### config.mk
export PLATFORM = sky130hd
export DESIGN_NAME = nr4sdm_seq_multiplier
export DESIGN_NICKNAME = d
export VERILOG_FILES = /design/src/rtl/nr4sdm_seq_multiplier.sv
export SDC_FILE = /design/constraint.sdc
export NUM_CORES = 1
export LEC_CHECK = 0
export CAP_MARGIN = 40
export CORE_ASPECT_RATIO = 0.9
export CORE_MARGIN = 8
export CORE_UTILIZATION = 40
export CTS_CLUSTER_SIZE = 40
export DETAILED_ROUTE_END_ITERATION = 10
export SYNTH_ARGS = -nofsm -noshare
export SYNTH_HDL_FRONTEND = slang
export SYNTH_SLANG_ARGS = --single-unit
export TNS_END_PERCENT = 30
### constraint.sdc
create_clock -name clk -period 14.9 [get_ports clk]
set_clock_uncertainty 0.15 [all_clocks]
set_input_delay 3.725 -clock clk [delete_from_list [all_inputs] [get_ports clk]]
set_output_delay 3.725 -clock clk [all_outputs]
set_load 0.005 [all_outputs]
### src/rtl/nr4sdm_seq_multiplier.sv
// Sequential radix-4 multiplier consuming an NR4SD- recoded multiplier (7 digits + MB top digit).
// Optional NR4SDM_ZERO_SKIP_EN ends the run early once all remaining digits are zero.
module nr4sdm_seq_multiplier #(
   parameter int BW   = 16,
   parameter int NDIG = 8
) (
   input  logic              clk,
   input  logic              rst_n,
   input  logic              in_valid,
   output logic              in_ready,
   input  logic [6:0]        nm,
   input  logic [6:0]        np,
   input  logic              sign,
   input  logic              one,
   input  logic              two,
   input  logic [BW-1:0]     b,
   output logic              out_valid,
   input  logic              out_ready,
   output logic [BW+15:0]    p,
   output logic              busy
);

   localparam int PW = BW + 16;

   typedef enum logic [1:0] {IDLE, RUN, DONE} state_t;

   state_t        state;
   logic [2:0]    j;
   logic [6:0]    nm_r;
   logic [6:0]    np_r;
   logic          sign_r;
   logic          one_r;
   logic          two_r;
   logic [BW-1:0] b_r;
   logic [PW-1:0] acc;

   logic [7:0]    nm_ext;
   logic [7:0]    np_ext;
   logic [PW-1:0] b_ext;
   logic [PW-1:0] mag_val;
   logic [PW-1:0] pp;
   logic [PW-1:0] acc_next;
   logic          dig_neg;
   logic          dig_mag1;
   logic          dig_mag2;
   logic          last_digit;

   assign nm_ext = {1'b0, nm_r};
   assign np_ext = {1'b0, np_r};
   assign b_ext  = {{(PW-BW){b_r[BW-1]}}, b_r};

   // Negative digits add the inverted shifted multiple plus a carry-in of one.
   always_comb begin
      dig_neg  = 1'b0;
      dig_mag1 = 1'b0;
      dig_mag2 = 1'b0;
      if (j == 3'(NDIG-1)) begin
         dig_mag2 = two_r;
         dig_mag1 = one_r & ~two_r;
         dig_neg  = sign_r & (one_r | two_r);
      end else begin
         dig_neg  = nm_ext[j];
         dig_mag2 = nm_ext[j] & ~np_ext[j];
         dig_mag1 = np_ext[j];
      end
      mag_val  = dig_mag2 ? (b_ext << 1) : (dig_mag1 ? b_ext : '0);
      pp       = mag_val << {j, 1'b0};
      acc_next = acc + (dig_neg ? ~pp : pp) + {{(PW-1){1'b0}}, dig_neg};
   end

`ifdef NR4SDM_ZERO_SKIP_EN
   logic [7:0] rem_digits;
   assign rem_digits = {one_r | two_r, nm_r | np_r} >> j;
   assign last_digit = (j == 3'(NDIG-1)) || (rem_digits == 8'd0);
`else
   assign last_digit = (j == 3'(NDIG-1));
`endif

   assign in_ready = (state == IDLE);
   assign busy     = (state == RUN);

   always_ff @(posedge clk or negedge rst_n) begin
      if (!rst_n) begin
         state     <= IDLE;
         j         <= '0;
         nm_r      <= '0;
         np_r      <= '0;
         sign_r    <= 1'b0;
         one_r     <= 1'b0;
         two_r     <= 1'b0;
         b_r       <= '0;
         acc       <= '0;
         p         <= '0;
         out_valid <= 1'b0;
      end else begin
         case (state)
            IDLE: begin
               if (in_valid) begin
                  nm_r   <= nm;
                  np_r   <= np;
                  sign_r <= sign;
                  one_r  <= one;
                  two_r  <= two;
                  b_r    <= b;
                  acc    <= '0;
                  j      <= '0;
                  state  <= RUN;
               end
            end
            RUN: begin
               acc <= acc_next;
               if (last_digit) begin
                  p         <= acc_next;
                  out_valid <= 1'b1;
                  state     <= DONE;
               end else begin
                  j <= j + 3'd1;
               end
            end
            DONE: begin
               if (out_ready) begin
                  out_valid <= 1'b0;
                  state     <= IDLE;
               end
            end
            default: state <= IDLE;
         endcase
      end
   end

endmodule

# Word level (Yosys, flattened, before mapping)
# Index checks and enable logic that the tools add are counted.
dict set report totals {
  reg_bits 103
  input_bits 37
  output_inout_bits 35
  elab_cells 61
}
dict set report op_classes {
  addsub 3
  n_lt_le_gt_ge 1
  n_eq_ne 7
  shift 1
  mux 22
  bitwise_logic 7
  n_reduce_logical 9
}
# cell n
set ops {}
lappend ops {{32-bit 2-to-1 mux} 4}
lappend ops {{32-bit case mux with 2 select lines} 1}
lappend ops {{32-bit by 1-bit adder with 32-bit output} 1}
lappend ops {{32-bit adder} 1}
lappend ops {{32-bit NOT} 1}
lappend ops {{32-bit by 4-bit << shifter with 32-bit output} 1}
lappend ops {{3-bit AND reduction} 3}
lappend ops {{1-bit 2-to-1 mux} 7}
lappend ops {{1-bit binary-select mux with 3-bit select} 2}
lappend ops {{2-bit 2-to-1 mux} 3}
lappend ops {{3-bit 2-to-1 mux} 2}
lappend ops {{2-bit inequality test, second input constant} 3}
lappend ops {{2-bit case mux with 3 select lines} 1}
lappend ops {{3-bit case mux with 2 select lines} 1}
lappend ops {{2-bit AND reduction} 3}
lappend ops {{3-bit by 4-bit < comparator with 1-bit output, second input constant} 1}
lappend ops {{2-bit nonzero test} 2}
lappend ops {{3-bit by 1-bit adder with 3-bit output, second input constant} 1}
lappend ops {{1-bit AND} 3}
lappend ops {{3-bit equality test, second input constant} 1}
lappend ops {{2-bit by 1-bit equality test with 1-bit output, second input constant} 1}
lappend ops {{2-bit equality test, second input constant} 1}
lappend ops {{2-bit logical NOT} 1}
lappend ops {{2-bit by 1-bit inequality test with 1-bit output, second input constant} 1}
lappend ops {{3 further kinds} 4}

# Depth between registers and ports, before layout
# Gate-level depths: netlist of the first run.
dict set report logic_depth {
  depth_word 12
  depth_mapped 22
  ltp_nobuf 19
}

# Worst setup path after synthesis of the first run
# No wires, ideal clock.
dict set report synth_timing {
  path_kind {input port to flip-flop}
  startpoint {input in_valid}
  endpoint {register acc[28]}
  setup_ns 0.095
  arrival_time_ns 4.600
  required_time_ns 14.655
  path_slack_ns 10.054
  cell_stages 6
  path_buffers 2
  path_cell_list {and2_1 > clkbuf_1 > nor2_1 > clkbuf_1 > nand2_1 > o31ai_1}
}
dict set report synth_via {
  elab_chain_cells 2
}
# element line
set synth_rtl {}
lappend synth_rtl {{start, declared} 9} ;# input logic in_valid,
lappend synth_rtl {{2-bit inequality test (no source line)} --}
lappend synth_rtl {{2-bit AND reduction (no source line)} --}
lappend synth_rtl {{end signal, assigned} 111} ;# acc <= acc_next;
lappend synth_rtl {{end, declared} 35} ;# logic [PW-1:0] acc;
# Every way passes these cells.
# A chain may end at the register's enable or synchronous reset.

# Worst setup path in the final report of the first run
dict set report layout_timing {
  startpoint {register j[2]}
  endpoint {register p[28]}
}
dict set report layout_via {
  elab_chain_cells 11
  elab_cells_between_ends 18
  classes_between {2 x add/sub; 1 x eq/ne; 1 x shift; 10 x mux; 3 x bitwise; 1 x reduce/logical}
}
# element line
set layout_rtl {}
lappend layout_rtl {{start, declared} 28} ;# logic [2:0] j;
lappend layout_rtl {{start signal, assigned} 117} ;# j <= j + 3'd1;
lappend layout_rtl {{1-bit binary-select mux with 3-bit select} {63, 64}}
lappend layout_rtl {{1-bit 2-to-1 mux (implied by the code)} {63, 64}}
lappend layout_rtl {{1-bit NOT} 63} ;# dig_mag2 = nm_ext[j] & ~np_ext[j];
lappend layout_rtl {{1-bit AND} 63}
lappend layout_rtl {{1-bit 2-to-1 mux} 57} ;# if (j == 3'(NDIG-1)) begin
lappend layout_rtl {{32-bit 2-to-1 mux} 66} ;# mag_val = dig_mag2 ? (b_ext << 1) : (dig_mag1 ? b_ext : '0);
lappend layout_rtl {{32-bit by 4-bit << shifter with 32-bit output} 67} ;# pp = mag_val << {j, 1'b0};
lappend layout_rtl {{32-bit NOT} 68} ;# acc_next = acc + (dig_neg ? ~pp : pp) + {{(PW-1){1'b0}}, dig_neg};
lappend layout_rtl {{32-bit 2-to-1 mux} 68}
lappend layout_rtl {{32-bit adder} 68}
lappend layout_rtl {{32-bit by 1-bit adder with 32-bit output} 68}
lappend layout_rtl {{end signal, assigned} 113} ;# p <= acc_next;
lappend layout_rtl {{end, declared} 19} ;# output logic [BW+15:0] p,
# Several ways; a longest one is shown, not always the timed one. The select of a mux whose other input is x is not followed.

==> impl_metrics.csv, run 1 <==
group,metric,value,unit
routing,vias,5808,
die,core,16900,um^2
grt,grt.overflow.total,0,
outcome,status,"finished clean",
synth,synth_edf_count,0,
cts,cts_resized,0,
cts,hold_buffers,0,
place,io_buffers,71,
grt,antenna_found_initial,0,
routing,ant_nets,0,
grt,grt_start_max_net_pins,67,
layout,fin_cells,1109,
die,die_area,21800,um^2
cts,h-tree-depth,3,
routing,initialDrtViolationCount,447,
synth,synthCells,827,
worst_hold_path,hp-start,"p[16]",
timing,final-hold-violation-count,0,
worst_setup_path,crit_required,15.02,ns
layout,syn_to_final_growth,17.7,%
worst_setup_path,worstPathMaxFanout,43,
run,maxCapViolCount,0,
cts,cts_buffer_depth,2,
routing,wire_per_inst,15.1,um
layout,antennaDiodeCount,0,
timing,rsz0062_at_grt,"no",
worst_setup_path,reg2reg_depth,19,
die,die_h,141,um
worst_setup_path,r2r-end,"p[28]",
timing,worst_pin_slew,0.920,ns
cts,clock-root-buffer,"clkbuf_16",
worst_hold_path,worstHoldPathCells,2,
cts,clk_latency,0.36,ns
synth,ys_async_sr_fraction,100,%
cts,cts.sinks,103,
worst_hold_path,hold-path-endpoint,"p[16]",
routing,drc,0,
synth,yosysWarnings,0,
routing,wl,16800,um
cts,cts_tree,"yes",
place,dp_hpwl,12400,um
timing,fin_crit_sh,39.5,%
die,num_io_pins,72,
worst_setup_path,reg2reg_slack,9.02,ns
place,routabilityCongestion,0.891,
worst_setup_path,critical_path_class,"register to register",
worst_setup_path,critPathLaunchType,"register",
timing,tns,0,ns
cts,clkSlewWorstSetupHoldPaths,0.07,ns
synth,synth_nets,900,
grt,grt.total_usage,15.9,%
timing,max_freq,170,MHz
worst_setup_path,critPathLaunch,"j[2]",
die,rows,45,
die,die_width,155,um
layout,drive_gt1_share,5.38,%
layout,nFillCells,1710,
synth,synth_area,6930,um^2
worst_setup_path,end_kind,"register",
worst_setup_path,r2r_start,"j[2]",
synth,syn_avg_cell_area,8.38,um^2
cts,cts_setup_buffers,0,
timing,slew_headroom,38.7,%
routing,routed_via_density,5.24,
worst_setup_path,cp.arrival,6.00,ns
synth,synth_flop_cell,"dfrtp_1",
timing,setup_violations,0,
routing,first_pass_iters,5,
synth,seq_area_frac_synth,37.2,%
layout,nets,942,
timing,finalMaxSlewViolations,0,
synth,synth-seq-cells,103,
cts,numCtsBuffers,9,
grt,grt_pass1_wl,28500,um
worst_hold_path,hold_path.class,"register to register",
timing,fin_crit,5.88,ns
place,post-place-cells,1093,
grt,grt_pass1_vias,5566,
synth,ys_types,57,
die,initial_core_util,40.9,%
==> layout by cell type (no fill, tap or decap), drive strengths merged, types with 8 or more instances in the layout <==
master / netlist / routed
nand3: 20 / 20
a21oi: 45 / 45
nand2: 194 / 194
mux2i: 28 / 28
clkbuf: 38 / 9
inv: 13 / 16
o21a: 8 / 8
ha: 35 / 35
nor2: 29 / 29
a211oi: 8 / 8
dfrtp: 103 / 103
a21o: 19 / 19
xnor2: 36 / 36
xor2: 23 / 23
nor3: 11 / 11
clkdlybuf4s50: 0 / 70
a31oi: 11 / 11
mux2: 9 / 9
o21ai: 93 / 93
buf: 12 / 11
==> layer usage <==
| layer | GRT usage, % | vias to the layer above | wire length, um |
|---|---|---|---|
| met3 | 2.75 | 18 | 633 |
| met2 | 23.7 | 110 | 7170 |
| met4 | 5.20 | 0 | 285 |
| met5 | 0 | - | 0 |
| met1 | 22.8 | 2704 | 8690 |
| li1 | - | 2976 | - |
==> critical path: stages, from the launching register on <==
cell and delay (ns):
dfrtp_1 0.32, buf_4 0.39, nor2_1 0.18, a22oi_1 0.39, o211ai_1 0.24, o21ai_2 0.63, a22oi_1 0.26, nor4_1 0.32
xnor2_1 0.19, inv_1 0.09, fa_1 0.43, nor2b_1 0.16, nor2_1 0.06, o21ai_0 0.15, a21oi_1 0.14, o41ai_2 0.71
a21oi_1 0.27, a211oi_1 0.34, nor3_1 0.11, o31ai_1 0.23
==> per-stage QoR <==
| stage | hold WS, ns | utilization, % | instance area [um^2] | setup WS, ns |
|---|---|---|---|---|
| 3_5_place_dp | 0.314 | 46.2 | 7830 | 9.08 |
| 5_1_grt | 0.350 | 48.2 | 8160 | 8.52 |
| 2_1_floorplan | 0.295 | - | 6930 | 10.05 |
| 3_3_place_gp | 0.311 | 46.1 | 7820 | 9.03 |
| 6_report | 0.325 | 48.2 | 8160 | 9.02 |
| 4_1_cts | 0.333 | 48.2 | 8160 | 9.01 |
==> kinds of logic after synthesis <==
family / synth area share (%)
compound gates: 21.4
xor+xnor: 7.46
fa+ha+maj: 6.61
buf+inv: 3.67
flops: 37.2
mux: 5.51
simple gates: 18.2
==> cell type report <==
type | instances | area (um^2) | area share (%)
multi-input combinational | 660 | 4120 | 50.5
clock inverter | 7 | 101 | 1.24
sequential | 103 | 2580 | 31.6
timing repair buffer | 81 | 791 | 9.69
tap | 235 | 294 | 3.60
inverter | 14 | 52.6 | 0.644
clock buffer | 9 | 225 | 2.76
==> how the worst max path moves through the flow <==
stage	depth (start not counted)	endpoint	slack [ns]
6_report	19	p[28]	9.02
4_1_cts	4	busy	9.01
3_3_place_gp	6	acc[28]	9.03
5_1_grt	20	p[27]	8.52
2_1_floorplan	6	acc[28]	10.05
3_5_place_dp	18	p[28]	9.08
==> synth_stat cells, types with 6 or more instances <==
cell type	number	area, um^2
o31ai_1	6	45.0
xor2_1	23	201
mux2i_1	28	280
nor2_1	29	109
mux2_2	9	101
clkbuf_1	38	143
a22oi_1	7	52.6
a221oi_1	6	52.6
a211oi_1	8	60.1
dfrtp_1	103	2580
nand2_1	194	728
a31oi_1	11	68.8
a21oi_1	45	225
xnor2_1	36	315
a21o_1	19	143
and2_1	7	43.8
nand3_1	20	100
o21ai_1	13	65.1
buf_1	7	26.3
inv_1	13	48.8
ha_1	35	438
o21a_1	8	60.1
nor3_1	11	55.1
o21ai_0	79	395
a22o_1	7	61.3
nor2b_1	6	37.5
==> state kept, by name, indices dropped and copies added (netlist names) <==
register and count:
acc 32, b_r 16, j 3, nm_r 7
np_r 7, one_r 1, out_valid 1, p 32
sign_r 1, state 2, two_r 1
Power of run 1 is not shown: default switching activity piles up to over one toggle a cycle in this logic, so the estimate is an artifact.
==> run 2, diff against run 1 <==
clock period = 5.47 ns   (was 14.9 ns; I/O delays follow)
==> run 2 against run 1 <==
- global-route usage up 0.56 points
- first-iteration DRC count down 30%
- core utilization grew 0.66 points
- fmax up 16%
- critical path type unchanged
==> impl_metrics.csv, run 2 (synthesis gave the netlist of run 1 again) <==
group,metric,value,unit
timing,tns,0,ns
die,rows,45,
worst_setup_path,cp.arrival,5.15,ns
timing,rsz0062_at_grt,"no",
layout,final_cell_mix,"nand2_1 (193), dfrtp_1 (102), o21ai_0 (78), clkdlybuf4s50_1 (70), a21oi_1 (45)",
cts,cts.sinks,103,
layout,antennaDiodeCount,0,
timing,setup_ws,0.391,ns
worst_setup_path,end_kind,"register",
place,dp_hpwl,13100,um
layout,drive_gt1_share,6.99,%
timing,worst_pin_slew,0.847,ns
die,num_io_pins,72,
layout,nFillCells,1690,
layout,nets,955,
routing,wl,17200,um
outcome,status,"finished clean",
layout,layout_commonest_cell,"nand2_1",
cts,clkSlewWorstSetupHoldPaths,0.08,ns
cts,clk_latency,0.36,ns
place,io_buffers,71,
timing,fin_crit,5.08,ns
routing,vias,5859,
die,initial_core_util,40.9,%
timing,slew_headroom,43.4,%
cts,clock-root-buffer,"clkbuf_16",
die,die_h,141,um
worst_hold_path,worstHoldPathCells,2,
cts,numCtsBuffers,9,
cts,cts_tree,"yes",
die,die_width,155,um
worst_setup_path,critical_path_class,"register to register",
layout,syn_to_final_growth,19.4,%
timing,hold-worst-slack,0.328,ns
grt,grt.overflow.total,0,
routing,drc,0,
cts,cts_buffer_depth,2,
timing,final-hold-violation-count,0,
routing,initialDrtViolationCount,313,
grt,antenna_found_initial,0,
worst_hold_path,hold_path.class,"register to register",
routing,wire_per_inst,15.3,um
place,routabilityCongestion,0.905,
die,die_area,21800,um^2
timing,setup_violations,0,
layout,reg.largest.list,"acc x32, p x32, b_r x16",
place,postPlaceCellArea,7960,um^2
layout,stdcell_area,8270,um^2
worst_setup_path,critPathLaunchType,"register",
timing,max_freq,197,MHz
place,pre_cts_slack,0.226,ns
run,maxCapViolCount,0,
cts,h-tree-depth,3,
grt,grt_pass1_wl,29500,um
grt,grt.total_usage,16.5,%
cts,hold_buffers,0,
worst_setup_path,worstPathMaxFanout,15,
worst_setup_path,crit_required,5.54,ns
die,core,16900,um^2
grt,grt_pass1_vias,5787,
grt,grt_start_max_net_pins,49,
timing,fin_crit_sh,92.9,%
routing,routed_via_density,5.22,
worst_setup_path,reg2reg_depth,20,
routing,first_pass_iters,5,
routing,ant_nets,0,
timing,finalMaxSlewViolations,0,
[run 2: changes by cell type in the layout (fill, tap and decap cells not counted), sizes merged]
cell / previous run / this run
inv: 16 / 18
clkinvlp: 2 / 0
buf: 11 / 24
clkinv: 1 / 3
bufinv: 2 / 0
[run 2: path summary, 6_finish.rpt]
| path | startpoint | end | slack (ns) |
|---|---|---|---|
| min reg2reg | p[5] | p[5] | 0.33 |
| max in group asynchronous | rst_n | p[17] | 3.68 |
| max reg2reg | j[0] | p[16] | 0.39 |
| max | j[0] | p[16] | 0.39 |
| min in group asynchronous | rst_n | np_r[4] | 0.73 |
| min | p[5] | p[5] | 0.33 |
[run 2: what timing repair did]
item	in CTS	in global routing
gates resized for setup	0	4
endpoints found under the setup margin	0	22
buffers inserted	0	1
[run 2: per-stage QoR]
stage	utilization, %	cells
5_1_grt	48.8	1122
6_report	48.8	1122
2_1_floorplan	-	827
4_1_cts	48.7	1121
3_5_place_dp	46.9	1105
3_3_place_gp	46.6	1103
[run 2: worst max-delay path, cell delays in order (launching register included)]
cell and delay (ns):
dfrtp_2 0.50, ha_1 0.24, ha_1 0.29, nand3b_1 0.17, o31ai_4 0.14, buf_4 0.22, a22o_1 0.27, mux2_2 0.29
a21o_1 0.20, o21ai_1 0.18, xor2_1 0.21, ha_1 0.35, a211oi_1 0.23, o21ai_0 0.12, a21oi_1 0.18, o41ai_2 0.09
buf_4 0.18, a311oi_2 0.36, o21ai_0 0.19, xnor2_1 0.27, o21ai_0 0.12
[run 2: cell type report]
type | instances | area, um^2 | share of cell area (%)
inverter | 14 | 52.6 | 0.635
clock buffer | 9 | 225 | 2.72
multi-input combinational | 660 | 4130 | 50.0
tap | 235 | 294 | 3.55
clock inverter | 7 | 68.8 | 0.832
timing repair buffer | 94 | 921 | 11.1
sequential | 103 | 2580 | 31.2
[run 2: per-layer routing]
| metal | up-vias | wire length, um | track usage [%] |
|---|---|---|---|
| met2 | 126 | 7320 | 25.0 |
| li1 | 3013 | - | - |
| met1 | 2697 | 8820 | 23.3 |
| met4 | 0 | 281 | 5.31 |
| met3 | 23 | 744 | 2.96 |
| met5 | - | 0 | 0 |
Power of run 2 is left out for the same reason.
